**src/rtl/seq_pkg.sv**
```systemverilog
// Shared opcodes, T-state encoding and control-word layout for the fetch/decode/execute sequencer.
package seq_pkg;

  localparam logic [7:0] OP_NOP     = 8'h00;
  localparam logic [7:0] OP_LDA     = 8'h01;
  localparam logic [7:0] OP_LDB     = 8'h02;
  localparam logic [7:0] OP_ADD_A   = 8'h03;
  localparam logic [7:0] OP_ADD_B   = 8'h04;
  localparam logic [7:0] OP_ADD_OUT = 8'h05;
  localparam logic [7:0] OP_SUB_A   = 8'h06;
  localparam logic [7:0] OP_SUB_B   = 8'h07;
  localparam logic [7:0] OP_SUB_OUT = 8'h08;
  localparam logic [7:0] OP_JMP     = 8'h09;
  localparam logic [7:0] OP_JZ      = 8'h0A;
  localparam logic [7:0] OP_HLT     = 8'hFF;

  typedef enum logic [2:0] {
    T0 = 3'd0,
    T1 = 3'd1,
    T2 = 3'd2,
    T3 = 3'd3,
    T4 = 3'd4,
    T5 = 3'd5
  } t_state_e;

  // Field order matches the control outputs of control_sequencer.
  typedef struct packed {
    logic pc_enable_out;
    logic pc_increment;
    logic pc_load;
    logic mar_enable_in;
    logic ram_enable_out;
    logic a_enable_in;
    logic b_enable_in;
    logic c_enable_out;
    logic out_enable_in;
  } ctrl_t;

endpackage

```
**src/rtl/control_decode.sv**
```systemverilog
// Combinational microcode: (IR, T-state, zero flag) -> control word and last-step marker.
module control_decode
  import seq_pkg::*;
#(
  parameter logic [7:0] HALT_OPCODE = OP_HLT
) (
  input  logic [7:0] ir,
  input  t_state_e   t_state,
  input  logic       zero,
  output ctrl_t      ctrl,
  output logic       last
);

  always_comb begin
    ctrl = '0;
    last = 1'b0;
    if (t_state == T0) begin
      ctrl.pc_enable_out = 1'b1;
      ctrl.mar_enable_in = 1'b1;
    end else if (t_state == T1) begin
      ctrl.ram_enable_out = 1'b1;
      ctrl.pc_increment   = 1'b1;
    end else if (ir == HALT_OPCODE) begin
      last = 1'b0;
    end else begin
      case (ir)
        OP_LDA, OP_LDB: begin
          case (t_state)
            T2: begin
              ctrl.pc_enable_out = 1'b1;
              ctrl.mar_enable_in = 1'b1;
            end
            T3: begin
              ctrl.ram_enable_out = 1'b1;
              ctrl.mar_enable_in  = 1'b1;
              ctrl.pc_increment   = 1'b1;
            end
            T4: begin
              ctrl.ram_enable_out = 1'b1;
              ctrl.a_enable_in    = (ir == OP_LDA);
              ctrl.b_enable_in    = (ir == OP_LDB);
              last                = 1'b1;
            end
            default: last = 1'b1;
          endcase
        end
        OP_ADD_A, OP_ADD_B, OP_ADD_OUT, OP_SUB_A, OP_SUB_B, OP_SUB_OUT: begin
          last = 1'b1;
          if (t_state == T2) begin
            ctrl.c_enable_out  = 1'b1;
            ctrl.a_enable_in   = (ir == OP_ADD_A)   || (ir == OP_SUB_A);
            ctrl.b_enable_in   = (ir == OP_ADD_B)   || (ir == OP_SUB_B);
            ctrl.out_enable_in = (ir == OP_ADD_OUT) || (ir == OP_SUB_OUT);
          end
        end
        OP_JMP, OP_JZ: begin
          case (t_state)
            T2: begin
              // An untaken JZ just steps the PC past its operand byte.
              if (ir == OP_JZ && !zero) begin
                ctrl.pc_increment = 1'b1;
                last              = 1'b1;
              end else begin
                ctrl.pc_enable_out = 1'b1;
                ctrl.mar_enable_in = 1'b1;
              end
            end
            T3: begin
              ctrl.ram_enable_out = 1'b1;
              ctrl.pc_load        = 1'b1;
              last                = 1'b1;
            end
            default: last = 1'b1;
          endcase
        end
        default: last = 1'b1;
      endcase
    end
  end

endmodule

```
**src/rtl/control_sequencer.sv**
```systemverilog
// Fetch/decode/execute sequencer: holds IR, T-state counter and sticky halt, gates decoded controls.
// Optional single-step mode (input step) is enabled by defining SEQ_SINGLE_STEP_EN.
//
// state | meaning
// T0    | PC drives bus, MAR loads
// T1    | RAM drives bus, IR loads, PC increments
// T2-T4 | opcode-dependent execute steps
// T5    | unused, always forced back to T0
module control_sequencer
  import seq_pkg::*;
#(
  parameter logic [7:0]  HALT_OPCODE   = OP_HLT,
  parameter int unsigned ZERO_FLAG_BIT = 0,
  parameter int unsigned MAX_STEP      = 5
) (
  input  logic       clk,
  input  logic       reset,
`ifdef SEQ_SINGLE_STEP_EN
  input  logic       step,
`endif
  input  logic [7:0] bus,
  input  logic [3:0] flags,
  output logic       pc_enable_out,
  output logic       pc_increment,
  output logic       pc_load,
  output logic       mar_enable_in,
  output logic       ram_enable_out,
  output logic       a_enable_in,
  output logic       b_enable_in,
  output logic       c_enable_out,
  output logic       out_enable_in,
  output logic [7:0] operation,
  output logic [2:0] t_state,
  output logic       halted
);

  t_state_e   t_q, t_next;
  logic [7:0] ir_q, ir_next;
  logic       halted_q, halted_next;
  logic       run_q;
  logic       advance;
  logic       last;
  ctrl_t      dec_ctrl, ctrl;
  logic       flags_unused;

  assign flags_unused = ^flags;

`ifdef SEQ_SINGLE_STEP_EN
  logic [1:0] step_sync;
  logic       step_prev;

  always_ff @(posedge clk or negedge reset) begin
    if (!reset) begin
      step_sync <= 2'b00;
      step_prev <= 1'b0;
    end else begin
      step_sync <= {step_sync[0], step};
      step_prev <= step_sync[1];
    end
  end

  assign advance = run_q & step_sync[1] & ~step_prev;
`else
  assign advance = run_q;
`endif

  // run_q holds everything idle for the first cycle after reset release.
  always_ff @(posedge clk or negedge reset) begin
    if (!reset) begin
      t_q      <= T0;
      ir_q     <= OP_NOP;
      halted_q <= 1'b0;
      run_q    <= 1'b0;
    end else begin
      t_q      <= t_next;
      ir_q     <= ir_next;
      halted_q <= halted_next;
      run_q    <= 1'b1;
    end
  end

  always_comb begin
    t_next      = t_q;
    ir_next     = ir_q;
    halted_next = halted_q;
    if (advance && !halted_q) begin
      if (t_q == T1) ir_next = bus;
      if (t_q == T2 && ir_q == HALT_OPCODE) halted_next = 1'b1;
      else if (last || t_q == t_state_e'(MAX_STEP[2:0])) t_next = T0;
      else t_next = t_state_e'(t_q + 3'd1);
    end
  end

  control_decode #(
    .HALT_OPCODE (HALT_OPCODE)
  ) u_decode (
    .ir      (ir_q),
    .t_state (t_q),
    .zero    (flags[ZERO_FLAG_BIT]),
    .ctrl    (dec_ctrl),
    .last    (last)
  );

  // Bus drivers follow the decode; register loads only fire on an advancing cycle.
  always_comb begin
    ctrl = dec_ctrl;
    if (!run_q || halted_q) ctrl = '0;
    if (!advance) begin
      ctrl.a_enable_in   = 1'b0;
      ctrl.b_enable_in   = 1'b0;
      ctrl.mar_enable_in = 1'b0;
      ctrl.out_enable_in = 1'b0;
      ctrl.pc_increment  = 1'b0;
      ctrl.pc_load       = 1'b0;
    end
  end

  assign pc_enable_out  = ctrl.pc_enable_out;
  assign pc_increment   = ctrl.pc_increment;
  assign pc_load        = ctrl.pc_load;
  assign mar_enable_in  = ctrl.mar_enable_in;
  assign ram_enable_out = ctrl.ram_enable_out;
  assign a_enable_in    = ctrl.a_enable_in;
  assign b_enable_in    = ctrl.b_enable_in;
  assign c_enable_out   = ctrl.c_enable_out;
  assign out_enable_in  = ctrl.out_enable_in;
  assign operation      = ir_q;
  assign t_state        = t_q;
  assign halted         = halted_q;

endmodule

```
**config.mk**
```make
export PLATFORM = sky130hd
export DESIGN_NAME = control_sequencer
export DESIGN_NICKNAME = d
export VERILOG_FILES = /design/src/rtl/seq_pkg.sv /design/src/rtl/control_decode.sv /design/src/rtl/control_sequencer.sv
export SDC_FILE = /design/constraint.sdc
export NUM_CORES = 1
export LEC_CHECK = 0
export ABC_AREA = 1
export CORE_MARGIN = 4
export CORE_UTILIZATION = 44
export DETAILED_ROUTE_END_ITERATION = 6
export GPL_TIMING_DRIVEN = 1
export PLACE_DENSITY = 0.79
export SETUP_SLACK_MARGIN = 0.4
export SYNTH_ARGS = -nofsm -noshare
export SYNTH_HDL_FRONTEND = slang
export SYNTH_SLANG_ARGS = --single-unit
```
**constraint.sdc**
```tcl
create_clock -name clk -period 1.9 [get_ports clk]
set_input_delay 0.38 -clock clk [delete_from_list [all_inputs] [get_ports clk]]
set_output_delay 0.38 -clock clk [all_outputs]
set_load 0.02 [all_outputs]
```
==> results of run 1 <==
-- cells in the mapped netlist --
master    number  share of area, %
ha_1           5               6.5
a21oi_1       12               6.2
o22ai_1        2               1.3
nor4_1         1              0.65
nor2_2         2               1.3
or2_0          1              0.65
nand4_1        3               1.9
nand3_1        6               3.1
o21ai_1        1              0.52
nand2_4        1               1.2
dfrtp_1       13                34
nand2_2        1              0.65
buf_2          1              0.52
inv_1         23               8.9
nand2_1       48                19
nor3_1         4               2.1
nor2_1        25               9.7
inv_2          2              0.78
conb_1         1              0.39
inv_4          1              0.65
o21bai_1       1              0.78
-- cells by family after synthesis --
family / count (synthesis)
flops: 13
buf+inv: 27
other cells: 1
compound gates: 16
simple gates: 92
fa+ha+maj: 5
-- per-stage QoR --
stage	setup slack (ns)	hold WS, ns
3_3_place_gp	-0.4593	0.5372
4_1_cts	-0.2139	0.4851
2_1_floorplan	0.1129	0.08441
3_5_place_dp	-0.5034	0.5769
-- what timing repair did --
action | 4_1_cts
hold endpoints to repair | 0
buffers inserted | 18
resized for setup | 106
endpoints found under the setup margin | 32
pin swaps | 15
==> reports/qor.csv, run 1 <==
stage,metric,value,unit
logic_synthesis,Synth Area in Simple Gates,39.84,%
timing,GRT worst endpoint,b_enable_in,
clock_tree,number of CTS-inserted buffers,3,
clock_tree,Post-CTS Hold Buffers,0,
die,die height,54.89,um
run_status,status,did not finish,
clock_tree,Max clock buf depth,2,
logic_synthesis,Netlist cell types,21,
logic_synthesis,largest family of logic cells by synthesized area,simple AND/OR/NAND/NOR gates,
logic_synthesis,Post-Synth Adder-Cell Area,6.468,%
run_status,Fail Step,global routing,
logic_synthesis,Synthesized Nets,173,
clock_tree,CTS Sinks,13,
placed_design,placed cell area,1710,um^2
die,Initial Util,47.83,%
placed_design,I/O Buffers,31,
die,die span in x,54.89,um
logic_synthesis,Mapped Area,967.2,um^2
clock_tree,H-tree depth,1,
logic_synthesis,mux cell area share after synthesis,0,%
timing,kind of the worst endpoint,top-level output,
run_status,First Err,"[ERROR DPL-0038] Utilization greater than 100%, impossible to legalize",
logic_synthesis,Mapped Cells,154,
clock_tree,clk root buf,clkbuf_4,
placed_design,Routability Congestion,0.8312,
grt,largest net degree at the start of global routing,17,
placed_design,post-DP HPWL,2552,um
logic_synthesis,Yosys Warn Count,0,
logic_synthesis,Post-Synth XOR/XNOR Area,0,%
logic_synthesis,"Seq/Total Area, Yosys",33.64,%
die,IO Pins,35,
placed_design,Placed Cells incl. Taps,250,
logic_synthesis,syn_area_per_cell,6.280,um^2
logic_synthesis,synthesis-stage register bit count,13,
logic_synthesis,Synth Area in Compound Gates,8.797,%
die,num rows,16,
==> run 2, diff against run 1 <==
--- a/config.mk
+++ b/config.mk
@@ -6,12 +6,11 @@
 export NUM_CORES = 1
 export LEC_CHECK = 0
 export ABC_AREA = 1
-export CORE_MARGIN = 4
-export CORE_UTILIZATION = 44
+export CORE_AREA = 4 4 65 67
 export DETAILED_ROUTE_END_ITERATION = 6
+export DIE_AREA = 0 0 69 71
 export GPL_TIMING_DRIVEN = 1
-export PLACE_DENSITY = 0.79
-export SETUP_SLACK_MARGIN = 0.4
+export PLACE_DENSITY_LB_ADDON = 0.15
 export SYNTH_ARGS = -nofsm -noshare
 export SYNTH_HDL_FRONTEND = slang
 export SYNTH_SLANG_ARGS = --single-unit
==> reports/qor.csv, run 2 <==
stage,metric,value,unit,change
run_status,status,finished with violations,,
run_status,failing checks,negative setup slack,,
power,Design Power,2764,uW,
worst_setup_path,Critical R2R Launch,t_state[1]$_DFFE_PN0P_,,
timing,Final Cycle Share,110.8,%,
cells_and_area,post-route cell area,2002,um^2,
power,Pint,1539,uW,
logic_synthesis,Commonest cells post-synth,"nand2_1, nor2_1, inv_1",,
worst_setup_path,Critical R2R Capture,operation[4]$_DFFE_PN0P_,,
routing,DR vias,1296,,
worst_setup_path,Critical path destination,c_enable_out,,
power,switching power of the nets,1226,uW,
logic_synthesis,Post-synth EDFFs,0,,unchanged
die,num rows,22,,+6
worst_setup_path,crit path DAT,1.72,ns,
worst_setup_path,"reg-to-reg slack, setup",0.19,ns,
die,CORE AREA,3633,um^2,
timing,Final WS setup,-0.2050,ns,
timing,Slew @ Worst Pin,0.5005,ns,
logic_synthesis,Netlist cell types,21,,unchanged
flow_run,maxcap violations,0,,
worst_setup_path,Crit Path Category,reg2out,,
worst_setup_path,Max Fanout on Critical Path,5,,
placed_design,Routability Congestion,0.9200,,+11%
logic_synthesis,Post-Synth Adder-Cell Area,6.468,%,unchanged
logic_synthesis,syn_area_per_cell,6.280,um^2,unchanged
logic_synthesis,Mapped Area,967.2,um^2,unchanged
logic_synthesis,most frequent cell after synthesis,nand2_1,,
cells_and_area,share of cells above drive strength 1,52.87,%,
power,Clock Power Share,9.0,%,
routing,router iterations before antenna repair,4,,
worst_setup_path,Crit path depth,8,,
worst_setup_path,Worst EP required,1.52,ns,
power,Switching Share,44.34,%,
power,logic gate share of total power,71.9,%,
logic_synthesis,Yosys Warn Count,0,,unchanged
die,die area,4899,um^2,
clock_tree,CTS Sinks,13,,unchanged
placed_design,I/O Buffers,31,,unchanged
grt,largest net degree at the start of global routing,17,,
logic_synthesis,Post-Synth XOR/XNOR Area,0,%,unchanged
cells_and_area,Finished Core Util,55.10,%,
logic_synthesis,Synth Area in Compound Gates,8.797,%,unchanged
logic_synthesis,largest family of logic cells by synthesized area,simple AND/OR/NAND/NOR gates,,
timing,minimum clock period,2.105,ns,
routing,wire per inst,12.25,um,
worst_setup_path,Setup crit end kind,output pin,,
die,die span in x,69,um,+26%
grt,Total Routing Usage GR,14.42,%,
worst_setup_path,worst-case reg-to-reg path depth,9,,
worst_setup_path,cell family with most CP delay,buffers and inverters,,
timing,final setup vio count,9,,
timing,max-slew violations,0,,
routing,final WL,3578,um,
clock_tree,H-tree depth,1,,unchanged
clock_tree,CTS tree,built,,
cells_and_area,ANT cells,0,,
cells_and_area,filler cell count,347,,
cells_and_area,max reg flops,8,,
worst_setup_path,crit path buf inv count,4,,
timing,slew margin rel.,66.55,%,
power,Static Leak,0.0009926,uW,
timing,setup TNS,-1.375,ns,
routing,Via-to-Cell Ratio,4.438,,
power,Power Density,1381,nW/um^2,
power,Seq pwr share,19.1,%,
worst_setup_path,CP startpoint kind,register,,
power,maximum vdd drop,646.0,uV,
placed_design,placed cell area,1684,um^2,-1.5%
worst_setup_path,CP Cell Sequence,inv_2 > nand2_1 > buf_4 > o22ai_1 > nand2_1 > buf_4 > a21oi_2 > buf_6,,
clock_tree,Worst-Skew Late Latency,0.25,ns,
placed_design,DP Worst Slack,-0.4649,ns,+0.03845 ns
cells_and_area,"most common cell after layout, fill and taps aside",buf_4,,
routing,DRC,0,,
worst_setup_path,max incr delay on CP,0.44,ns,
logic_synthesis,synthesis-stage register bit count,13,,unchanged
cells_and_area,P&R area growth vs syn,107.0,%,
die,Initial Util,26.62,%,-21 points
grt,total gr overflow,0,,
die,die height,71,um,+29%
logic_synthesis,mux cell area share after synthesis,0,%,unchanged
logic_synthesis,top cell type's share of synthesized area,33.64,%,unchanged
worst_setup_path,slowest stage cell on the critical path,dfrtp_2,,
clock_tree,number of CTS-inserted buffers,3,,unchanged
worst_setup_path,CP startpoint,operation[0]$_DFFE_PN0P_,,
logic_synthesis,"Seq/Total Area, Yosys",33.64,%,unchanged
logic_synthesis,Yosys top cell by area,dfrtp_1,,
cells_and_area,Layout Nets,264,,
timing,skew final,0.008667,ns,
logic_synthesis,"Top FF cell, synth",dfrtp_1,,
timing,Fin. Hold Viols,0,,
routing,Initial DRC Count,66,,
logic_synthesis,Synthesized Nets,173,,unchanged
grt,global-route wire length before repair,5768,um,
timing,Max Freq,475.1,MHz,
placed_design,post-DP HPWL,2543,um,-0.33%
grt,number of global-route vias before repair,1304,,
cells_and_area,"commonest non-fill, non-tap cells in the layout","buf_4, nand2_1, clkdlybuf4s50_1",,
logic_synthesis,Mapped Cells,154,,unchanged
logic_synthesis,Area contributors post-synth,"dfrtp_1, nand2_1, nor2_1",,
die,IO Pins,35,,unchanged
clock_tree,clk root buf,clkbuf_8,,
grt,initial antenna violation count,0,,
logic_synthesis,Synth async-reset ratio,100.0,%,unchanged
worst_hold_path,Worst Hold Class,in2async,,
routing,"antenna viol nets, final",0,,
clock_tree,Max clock buf depth,2,,unchanged
timing,unrepaired setup endpoints after global routing,yes,,
logic_synthesis,Synth Area in Simple Gates,39.84,%,unchanged
clock_tree,clock slew at reported path FFs,0.06,ns,
-- run 2: cell counts after synthesis --
No cell type changed its count.
-- run 2: through the flow --
| stage | hold slack (ns) | std cells |
|---|---|---|
| after floorplan | 0.08441 | 154 |
| after global placement | 0.5047 | 276 |
| after detailed placement | 0.5198 | 276 |
| after CTS | 0.4499 | 287 |
| after global routing | 0.4612 | 292 |
| final | 0.4495 | 292 |
-- run 2: kinds of logic (layout without fill, tap and decap cells) --
logic type,Yosys count,in the layout
adder cells (fa/ha/maj),5,5
flip-flops,13,13
buffers and inverters,27,117
AND/OR/NAND/NOR,92,92
other,1,1
AO/OA/AOI/OAI,16,16
-- run 2: timing repair --
action | CTS | global route
setup endpoints to repair | 9 | 9
hold buffers | 0 | 0
pin swaps | 18 | 19
setup buffers | 8 | 5
gates resized for setup | 93 | 19
-- run 2: area by class of cell --
class	count	area [um^2]	share of cell area, %
inverter	26	105.1	5.250
clock buffer	3	41.29	2.063
timing repair buffer	87	734.5	36.69
sequential	13	329.1	16.44
tap	48	60.06	3.000
clock inverter	1	5.005	0.2500
multi-input combinational	114	726.9	36.31
-- run 2: per-layer routing --
metal	global-route usage [%]	up-vias	wire, um
met5	0	-	0
met4	6.291	0	101
met3	2.415	10	145
met2	26.27	33	1913
met1	16.51	597	1418
li1	-	656	-
-- run 2: worst min-delay path by stage --
stage                                           to  slack [ns]  cells past startpoint
final                     operation[5]$_DFFE_PN0P_        0.45                      2
after global routing      operation[4]$_DFFE_PN0P_        0.46                      2
after CTS                 operation[5]$_DFFE_PN0P_        0.45                      2
after detailed placement    t_state[1]$_DFFE_PN0P_        0.52                      2
after global placement      t_state[1]$_DFFE_PN0P_        0.50                      2
after floorplan                  advance$_DFF_PN0_        0.08                      0
-- run 2: power groups by stage --
stage	clock (uW)	sequential [uW]	combinational, uW
finish	248	529	1990
global route	273	546	2160
CTS	263	513	1830
detailed placement	0	500	1610
global placement	0	493	1590
floorplan	0	631	581
Power figures use the tool's default switching activity.
